### src/rtl/cal_abs_angle_if.sv
// rtl/cal_abs_angle_if.sv - sample-in / polar-out bus for cal_abs_angle
interface cal_abs_angle_if;
  logic [7:0]  real_i;
  logic [7:0]  imag_i;
  logic        val_i;
  logic [7:0]  abs_o;
  logic [15:0] angle_o;
  logic        val_o;

  modport master (output real_i, imag_i, val_i, input abs_o, angle_o, val_o);
  modport slave  (input real_i, imag_i, val_i, output abs_o, angle_o, val_o);
endinterface

### src/rtl/cal_abs_angle.sv
// rtl/cal_abs_angle.sv - pipelined complex-to-polar converter (isqrt magnitude, CORDIC phase)
// Optional macro ABS_ROUND_EN: magnitude rounded to nearest instead of floored.
module cal_abs_angle #(
  parameter int ITER = 14,
  parameter int LAT  = ITER + 2
) (
  input  logic           clk,
  input  logic           rst,
  cal_abs_angle_if.slave io
);
  localparam int LAST  = LAT - 2;
  localparam int W     = 32;
  localparam int GUARD = 20;
  localparam int ZW    = 18;
  localparam int SQ_N  = 8;
  localparam logic signed [ZW-1:0] PI_Z  = 18'sd102944;
  localparam logic signed [15:0]   PI_A  = 16'sd25736;
  localparam logic signed [15:0]   HPI_A = 16'sd12868;

  // Angles carry two extra fraction bits (Q3.15) so constant rounding stays below half an output LSB.
  function automatic logic signed [ZW-1:0] atan_z(input int i);
    case (i)
      0:       atan_z = 18'sd25736;
      1:       atan_z = 18'sd15193;
      2:       atan_z = 18'sd8027;
      3:       atan_z = 18'sd4075;
      4:       atan_z = 18'sd2045;
      5:       atan_z = 18'sd1024;
      6:       atan_z = 18'sd512;
      7:       atan_z = 18'sd256;
      8:       atan_z = 18'sd128;
      9:       atan_z = 18'sd64;
      10:      atan_z = 18'sd32;
      11:      atan_z = 18'sd16;
      12:      atan_z = 18'sd8;
      13:      atan_z = 18'sd4;
      14:      atan_z = 18'sd2;
      15:      atan_z = 18'sd1;
      default: atan_z = 18'sd0;
    endcase
  endfunction

  logic signed [8:0]    re_s, im_s, x_in, y_in;
  logic signed [17:0]   re_w, im_w, re_sq, im_sq;
  logic [15:0]          sum_in;
  logic signed [ZW-1:0] z_in;
  logic                 sp_in;
  logic signed [15:0]   spa_in;

  // Widen before negating so -128 maps to +128 cleanly.
  always_comb begin
    re_s   = {io.real_i[7], io.real_i};
    im_s   = {io.imag_i[7], io.imag_i};
    x_in   = re_s[8] ? -re_s : re_s;
    y_in   = re_s[8] ? -im_s : im_s;
    z_in   = '0;
    if (re_s[8]) z_in = im_s[8] ? -PI_Z : PI_Z;
    re_w   = 18'(re_s);
    im_w   = 18'(im_s);
    re_sq  = re_w * re_w;
    im_sq  = im_w * im_w;
    sum_in = 16'(re_sq + im_sq);
    sp_in  = (re_s == 9'sd0) || (im_s == 9'sd0);
    spa_in = '0;
    if (im_s == 9'sd0)      spa_in = re_s[8] ? PI_A : 16'sd0;
    else if (re_s == 9'sd0) spa_in = im_s[8] ? -HPI_A : HPI_A;
  end

  logic [ITER:0]        v_q;
  logic signed [W-1:0]  x_q   [0:ITER];
  logic signed [W-1:0]  y_q   [0:ITER];
  logic signed [ZW-1:0] z_q   [0:ITER];
  logic [15:0]          rad_q [0:ITER];
  logic [7:0]           sq_q  [0:ITER];
  logic signed [12:0]   sr_q  [0:ITER];
  logic                 sp_q  [0:ITER];
  logic signed [15:0]   spa_q [0:ITER];

  logic signed [W-1:0]  x_n  [1:ITER];
  logic signed [W-1:0]  y_n  [1:ITER];
  logic signed [ZW-1:0] z_n  [1:ITER];
  logic [7:0]           sq_n [1:ITER];
  logic signed [12:0]   sr_n [1:ITER];
  logic signed [12:0]   r_sh, r_nx;

  // Stage j runs CORDIC step j-1; the first SQ_N stages also resolve one sqrt bit each (non-restoring).
  always_comb begin
    r_sh = '0;
    r_nx = '0;
    for (int j = 1; j <= ITER; j++) begin
      if (!y_q[j-1][W-1]) begin
        x_n[j] = x_q[j-1] + (y_q[j-1] >>> (j - 1));
        y_n[j] = y_q[j-1] - (x_q[j-1] >>> (j - 1));
        z_n[j] = z_q[j-1] + atan_z(j - 1);
      end else begin
        x_n[j] = x_q[j-1] - (y_q[j-1] >>> (j - 1));
        y_n[j] = y_q[j-1] + (x_q[j-1] >>> (j - 1));
        z_n[j] = z_q[j-1] - atan_z(j - 1);
      end
      sq_n[j] = sq_q[j-1];
      sr_n[j] = sr_q[j-1];
      if (j <= SQ_N) begin
        r_sh = {sr_q[j-1][10:0], rad_q[j-1][2*(SQ_N-j) +: 2]};
        if (!sr_q[j-1][12]) r_nx = r_sh - $signed({3'b000, sq_q[j-1], 2'b01});
        else                r_nx = r_sh + $signed({3'b000, sq_q[j-1], 2'b11});
        sr_n[j] = r_nx;
        sq_n[j] = {sq_q[j-1][6:0], ~r_nx[12]};
      end
    end
  end

  always_ff @(posedge clk) begin
    if (rst) v_q <= '0;
    else     v_q <= {v_q[ITER-1:0], io.val_i};
  end

  // Operands carry GUARD fraction bits so truncation in the shifts stays far below one output LSB.
  always_ff @(posedge clk) begin
    x_q[0]   <= {{(W-9-GUARD){x_in[8]}}, x_in, {GUARD{1'b0}}};
    y_q[0]   <= {{(W-9-GUARD){y_in[8]}}, y_in, {GUARD{1'b0}}};
    z_q[0]   <= z_in;
    rad_q[0] <= sum_in;
    sq_q[0]  <= '0;
    sr_q[0]  <= '0;
    sp_q[0]  <= sp_in;
    spa_q[0] <= spa_in;
    for (int j = 1; j <= ITER; j++) begin
      x_q[j]   <= x_n[j];
      y_q[j]   <= y_n[j];
      z_q[j]   <= z_n[j];
      rad_q[j] <= rad_q[j-1];
      sq_q[j]  <= sq_n[j];
      sr_q[j]  <= sr_n[j];
      sp_q[j]  <= sp_q[j-1];
      spa_q[j] <= spa_q[j-1];
    end
  end

  logic signed [ZW:0]   z_ext, z_rnd;
  logic signed [16:0]   ang_w;
  logic signed [15:0]   ang_n;
  logic [7:0]           abs_n;
`ifdef ABS_ROUND_EN
  logic signed [12:0]   rem;
`endif

  // Final y sign says which side of z the residual angle lies: bias by half an LSB before rounding.
  always_comb begin
    z_ext = {z_q[LAST][ZW-1], z_q[LAST]};
    if (y_q[LAST][W-1])       z_rnd = z_ext;
    else if (y_q[LAST] != 0)  z_rnd = z_ext + 19'sd4;
    else                      z_rnd = z_ext + 19'sd2;
    ang_w = 17'(z_rnd >>> 2);
    if (ang_w > 17'sd25736)       ang_n = PI_A;
    else if (ang_w < -17'sd25736) ang_n = -PI_A;
    else                          ang_n = ang_w[15:0];
    if (sp_q[LAST]) ang_n = spa_q[LAST];
`ifdef ABS_ROUND_EN
    rem   = sr_q[LAST][12] ? sr_q[LAST] + $signed({4'b0000, sq_q[LAST], 1'b1}) : sr_q[LAST];
    abs_n = sq_q[LAST] + {7'd0, (rem > $signed({5'b00000, sq_q[LAST]}))};
`else
    abs_n = sq_q[LAST];
`endif
  end

  logic [7:0]  abs_q;
  logic [15:0] ang_q;
  logic        val_q;

  always_ff @(posedge clk) begin
    if (rst) begin
      abs_q <= '0;
      ang_q <= '0;
      val_q <= 1'b0;
    end else begin
      val_q <= v_q[LAST];
      if (v_q[LAST]) begin
        abs_q <= abs_n;
        ang_q <= ang_n;
      end
    end
  end

  assign io.abs_o   = abs_q;
  assign io.angle_o = ang_q;
  assign io.val_o   = val_q;
endmodule

### src/flat_wrapper.sv
// flat-port wrapper written by rule: the top's interface ports become plain ports
module cal_abs_angle_flat 
#(
  parameter int ITER = 14,
  parameter int LAT  = ITER + 2
)
  (clk, rst, io_real_i, io_imag_i, io_val_i, io_abs_o, io_angle_o, io_val_o);
  cal_abs_angle_if io_i ();
  input  logic clk;
  input  logic rst;
  input wire logic [$bits(io_i.real_i)-1:0] io_real_i;
  input wire logic [$bits(io_i.imag_i)-1:0] io_imag_i;
  input wire logic [$bits(io_i.val_i)-1:0] io_val_i;
  output wire logic [$bits(io_i.abs_o)-1:0] io_abs_o;
  output wire logic [$bits(io_i.angle_o)-1:0] io_angle_o;
  output wire logic [$bits(io_i.val_o)-1:0] io_val_o;
  assign io_i.real_i = io_real_i;
  assign io_i.imag_i = io_imag_i;
  assign io_i.val_i = io_val_i;
  assign io_abs_o = io_i.abs_o;
  assign io_angle_o = io_i.angle_o;
  assign io_val_o = io_i.val_o;
  cal_abs_angle #(.ITER(ITER), .LAT(LAT)) u_core (.clk(clk), .rst(rst), .io(io_i));
endmodule
### config.mk
export PLATFORM = sky130hd
export DESIGN_NAME = cal_abs_angle_flat
export DESIGN_NICKNAME = d
export VERILOG_FILES = /design/src/rtl/cal_abs_angle_if.sv /design/src/rtl/cal_abs_angle.sv /design/src/flat_wrapper.sv
export SDC_FILE = /design/constraint.sdc
export NUM_CORES = 2
export LEC_CHECK = 0
export ABC_AREA = 1
export ABC_CLOCK_PERIOD_IN_PS = 8000
export BUFFER_PORTS_ARGS = -buffer_cell sky130_fd_sc_hd__buf_2
export CAP_MARGIN = 15
export CORE_ASPECT_RATIO = 0.8
export CORE_UTILIZATION = 25
export CTS_CLUSTER_DIAMETER = 30
export DETAILED_ROUTE_END_ITERATION = 10
export PLACE_DENSITY = 0.37
export SETUP_SLACK_MARGIN = 0.5
export SYNTH_ARGS = -nofsm -noshare
export SYNTH_HDL_FRONTEND = slang
export SYNTH_SLANG_ARGS = --single-unit
### constraint.sdc
create_clock -name clk -period 8 [get_ports clk]
set_input_delay 0.8 -clock clk [delete_from_list [all_inputs] [get_ports clk]]
set_output_delay 0.8 -clock clk [all_outputs]
set_load 0.05 [all_outputs]
# ---- After elaboration in Yosys (flattened, before gate mapping)
# Memory sizes are Yosys's and may differ from the RTL's. A register that Yosys moved wholly into a read port is not among the register bits.
# Index checks and enable logic that the tools add are counted.
dict set report totals {
  regBits 32
  mem_count 8
  output_inout_bits 25
  mem_bits_rw 2040
  in_bits 19
}
dict set report classes {
  multipliers 2
  muxes 91
  bitwise_logic 8
  magnitude_cmp 2
  n_reduce_logical 4
  add_sub_neg 104
}
# name depth width rd rd_ports_with_merged_regs write_ports line
set mem_list {}
lappend mem_list {u_core.x_q 15 32 14 0 15 cal_abs_angle.sv:70} ;# logic signed [W-1:0] x_q [0:ITER];
lappend mem_list {u_core.y_q 15 32 15 0 15 cal_abs_angle.sv:71} ;# logic signed [W-1:0] y_q [0:ITER];
lappend mem_list {u_core.z_q 15 18 15 0 15 cal_abs_angle.sv:72} ;# logic signed [ZW-1:0] z_q [0:ITER];
lappend mem_list {u_core.rad_q 15 16 14 0 15 cal_abs_angle.sv:73} ;# logic [15:0] rad_q [0:ITER];
lappend mem_list {u_core.spa_q 15 16 15 0 15 cal_abs_angle.sv:77} ;# logic signed [15:0] spa_q [0:ITER];
lappend mem_list {u_core.sr_q 15 13 14 0 15 cal_abs_angle.sv:75} ;# logic signed [12:0] sr_q [0:ITER];
lappend mem_list {{2 more memories} -- -- -- -- -- --}
# op n
set op_table {}
lappend op_table {{2-to-1 mux 32 bit} 28}
lappend op_table {{2-to-1 mux 18 bit} 44}
lappend op_table {{adder 18 bit} 14}
lappend op_table {{subtractor 18 bit} 14}
lappend op_table {{adder 13 x 11 -> 13 bit} 8}
lappend op_table {{2-to-1 mux 13 bit} 8}
lappend op_table {{subtractor 13 x 11 -> 13 bit} 8}
lappend op_table {{2-to-1 mux 16 bit} 6}
lappend op_table {{adder 32 x 19 -> 32 bit} 2}
lappend op_table {{adder 32 x 20 -> 32 bit} 2}
lappend op_table {{adder 32 x 21 -> 32 bit} 2}
lappend op_table {{adder 32 x 22 -> 32 bit} 2}
lappend op_table {{adder 32 x 23 -> 32 bit} 2}
lappend op_table {{adder 32 x 24 -> 32 bit} 2}
lappend op_table {{adder 32 x 25 -> 32 bit} 2}
lappend op_table {{adder 32 x 26 -> 32 bit} 2}
lappend op_table {{adder 32 x 27 -> 32 bit} 2}
lappend op_table {{adder 32 x 28 -> 32 bit} 2}
lappend op_table {{adder 32 x 29 -> 32 bit} 2}
lappend op_table {{adder 32 x 30 -> 32 bit} 2}
lappend op_table {{adder 32 x 31 -> 32 bit} 2}
lappend op_table {{subtractor 32 x 19 -> 32 bit} 2}
lappend op_table {{subtractor 32 x 20 -> 32 bit} 2}
lappend op_table {{subtractor 32 x 21 -> 32 bit} 2}
lappend op_table {{other kinds (26)} 49}

# ---- Logic depth before layout (Yosys ltp)
# An unclocked memory read counts as a cell.
dict set report logic_depth {
  word_depth 8
  depth_mapped 27
  depth_no_buf 26
}

# ---- Least setup slack after synthesis
# OpenSTA, ideal clock, no wires.
dict set report synth_path {
  path_type {input to register}
  start {input io_real_i[5]}
  end {memory u_core.rad_q[0][14]}
  setup_slack_ps 2078
  arrival_ps 5805
  n_path_buf 1
  setup_ps 118
  path_stages 25
  path_cell_list {clkbuf_1 > nand2_1 > inv_1 > fa_1 > inv_1 > fa_1 > fa_1 > inv_1 > fa_1 > fa_1 > inv_1 > fa_1 > inv_1 > ha_1 > a21oi_1 > nor2_1 > nor2_1 > o21bai_1 > a21oi_1 > o21ai_0 > nand2_1 > inv_1 > o21ai_0 > nand2_1 > xor2_1}
}
# element line
set synth_lines {}
lappend synth_lines {{start, declared} flat_wrapper.sv:11} ;# input wire logic [$bits(io_i.real_i)-1:0] io_real_i;
lappend synth_lines {{end, declared} cal_abs_angle.sv:73}

==> metrics.yaml <==
timing:
  fmax_mhz: 173
  slew_violations: 0
  layout_setup_ws_ns: 2.21
  tightest_slew_ns: 0.942
  fin_crit_sh_pct: 72.4
  fin_worst_skew_ns: 0.0668
  finalHoldViolations: 0
  finalSetupViolations: 0
  maxSlewHeadroom_pct: 37.1
  fin_crit_ns: 5.79
  rsz0062_at_grt: "false"
  finalSetupTns_ns: 0
synth:
  synth-edff-count: 0
  muxShareOfSynthArea_pct: 0
  synth_top_family_by_area: "adder cells"
  synth_most_common_cell: "nand2_1"
  synth_compound_area_share_pct: 13.8
  ys.warnings.count: 0
  synth_top_cell_by_area: "dfxtp_1"
  synthAdderAreaFrac_pct: 17.9
  netlist_top_cells_area: "dfxtp_1 (31%), ha_1 (14%), xor2_1 (9.2%), nand2_1 (6.8%), inv_1 (6.3%)"
  synth_xor_area_share_pct: 14.1
  synth_cells: 10500
  post-synth-top-area-fraction_pct: 31.0
  ys_top_cells_by_count: "nand2_1 (1,505), inv_1 (1,400), dfxtp_1 (1,285), a21oi_1 (982), nor2_1 (952)"
  dominantRegCellSynth: "dfxtp_1"
  yosysSeqAreaShare_pct: 31.0
  synth_cell_types: 59
  synth-simple-area-share_pct: 16.4
  async_flop_share_pct: 0
  synth.cell_area_um2: 83000
  ys_ff_latch: 1285
  synth_nets: 11600
  postSynthAreaPerCell_um2: 7.90
clocking:
  cts_tree: "done"
  cts_setup_buffers: 0
  htree_num_levels: 5
  clkLatencyLatePin_ns: 0.86
  cts.sinks: 1285
  clkTransAtPathRegs_ns: 0.04
  clockRootBuffer: "clkbuf_16"
  cts_hold_buf: 0
  ctsResizeCount: 0
  numCtsBuffers: 296
  cts_buffer_depth: 4
detailed_routing:
  route.met2.wl_um: 120000
  finalWirelength_um: 277000
  route.detailed.drc: 0
  ant_nets: 0
  wl_per_cell_um: 18.0
  num_vias: 69500
  firstDrtPassIters: 6
  wl_met3_um: 11900
  vias_per_cell: 4.52
  wl_met1_um: 139000
  highest_layer: "met4"
  drt_iter0_drc: 4298
global_route:
  grt_pass1_wl_um: 419000
  antenna_found_initial: 23
  first_global_vias: 68800
  track_usage_pct: 16.2
  grt_max_degree: 43
  overflow: 0
critical_path:
  cp-end-kind: "flop"
  r2r_start: "u_core.x_q[3][39]$_DFF_P_"
  cp.arrival_ns: 6.50
  r2r_end: "u_core.y_q[1][29]$_DFF_P_"
  crit_type: "in2reg"
  cpMostUsedCell: "fa_1"
  path_delay_family: "adder cells"
  path_buf_inv: 4
  r2r.worst_path.cells: 24
  cp_slowest_cell: "fa_1"
  cp.required_ns: 8.71
  startpoint_type: "input port"
  slowest_delay_ns: 0.55
  r2r_slack_ns: 3.30
  path_cells: "buf_2 -> clkinv_1 -> nor2_1 -> fa_1 -> fa_1 -> fa_1 -> fa_1 -> fa_1 -> inv_1 -> fa_1 -> inv_1 -> ha_1 -> nand4_1 -> o221ai_1 -> nand3_1 -> nand2_1 -> nand2_1 -> a21oi_1 -> nor2_1 -> xor2_1"
  crit_fanout: 15
placement:
  port_buffers: 43
  finalWeightedCongestion: 0.865
  place_ws_ns: 1.30
  hpwl_um: 231000
floorplanning:
  core_um2: 329000
  io_pins: 44
  rows: 188
  dieArea_um2: 334000
  die_x_um: 646
  dieHeight_um: 517
  start_util_pct: 25.2
final_layout:
  area_delta_synth_final_pct: 19.0
  drive_above_1_share_pct: 6.03
  fin_nets: 11900
  multi_input_area_um2: 51500
  fillers: 35000
  seqCellArea_um2: 25700
status:
  status: "complete, no violations"
run:
  maxCapViolations: 0
hold_path:
  min_from: "io_val_i"
  hold_path_end: "u_core.v_q[0]$_SDFF_PP0_"
  hold_path_depth: 3
  min_path_type: "in2reg"
-- flip-flops by register name, summed over array words and instances, names as in the netlist --
| name | flops |
|---|---|
| u_core.y_q | 371 |
| u_core.x_q | 322 |
| u_core.z_q | 236 |
| u_core.sq_q | 84 |
| u_core.spa_q | 75 |
| u_core.rad_q | 72 |
| u_core.sr_q | 70 |
| u_core.io.angle_o | 16 |
| u_core.sp_q | 15 |
| u_core.v_q | 15 |
| u_core.io.abs_o | 8 |
| u_core.io.val_o | 1 |
-- stage by stage --
stage          cell area (µm²)  instances  utilization, %  hold slack [ns]
2_1_floorplan            83000      10500               -            0.310
3_3_place_gp             88500      14800            26.9            0.311
3_5_place_dp             88500      14800            26.9            0.312
4_1_cts                  98700      15400            30.0            0.139
5_1_grt                  98800      15400            30.0            0.184
6_report                 98800      15400            30.0            0.207
-- tightest hold or removal path, delay by kind of cell --
kind,cells,cell delay [ns]
and+or+nand+nor,1,0.04
buffers and inverters,2,0.15
-- worst max path at each step --
stage                       from                          end  depth (start not counted)
floorplan           io_real_i[5]  u_core.rad_q[0][14]$_DFF_P_                         25
global placement    io_imag_i[7]  u_core.rad_q[0][15]$_DFF_P_                         20
detailed placement  io_imag_i[7]  u_core.rad_q[0][15]$_DFF_P_                         20
CTS                 io_imag_i[7]  u_core.rad_q[0][15]$_DFF_P_                         20
global route        io_imag_i[7]  u_core.rad_q[0][14]$_DFF_P_                         26
finish              io_imag_i[7]  u_core.rad_q[0][15]$_DFF_P_                         20
-- cells by family after synthesis --
family | count (synthesis)
AO/OA/AOI/OAI | 2040
flip-flops | 1285
buffers and inverters | 1523
adder cells (fa/ha/maj) | 1097
XOR/XNOR | 1333
AND/OR/NAND/NOR | 3235
-- area by class of cell --
cell class                 instances  area share (%)
timing repair buffer              75           0.481
antenna                            7          0.0177
clock buffer                     351            8.11
multi-input combinational       7705            52.2
clock inverter                   180            2.29
sequential                      1285            26.0
tap                             4370            5.54
inverter                        1409            5.35
-- cell usage in the layout (no fill, tap or decap), types with 79 or more instances in the layout --
cell and n:
clkbuf_16 302, o21bai_1 79, o21ai_0 534, ha_1 950, inv_1 1400, nand3_1 264, a31oi_1 96, dfxtp_1 1285
fa_1 147, xnor2_1 462, nor3_1 239, nor2_1 952, xor2_1 871, nand4_1 105, nand2_1 1505, a21oi_1 982
-- metal layers --
metal	up-vias	GRT usage (%)
li1	35300	-
met1	32500	23.1
met2	1355	25.6
met3	341	2.27
met4	0	3.75
met5	-	0
Power is not shown: default switching activity piles up to over one toggle a cycle in this logic, so the estimate is an artifact.
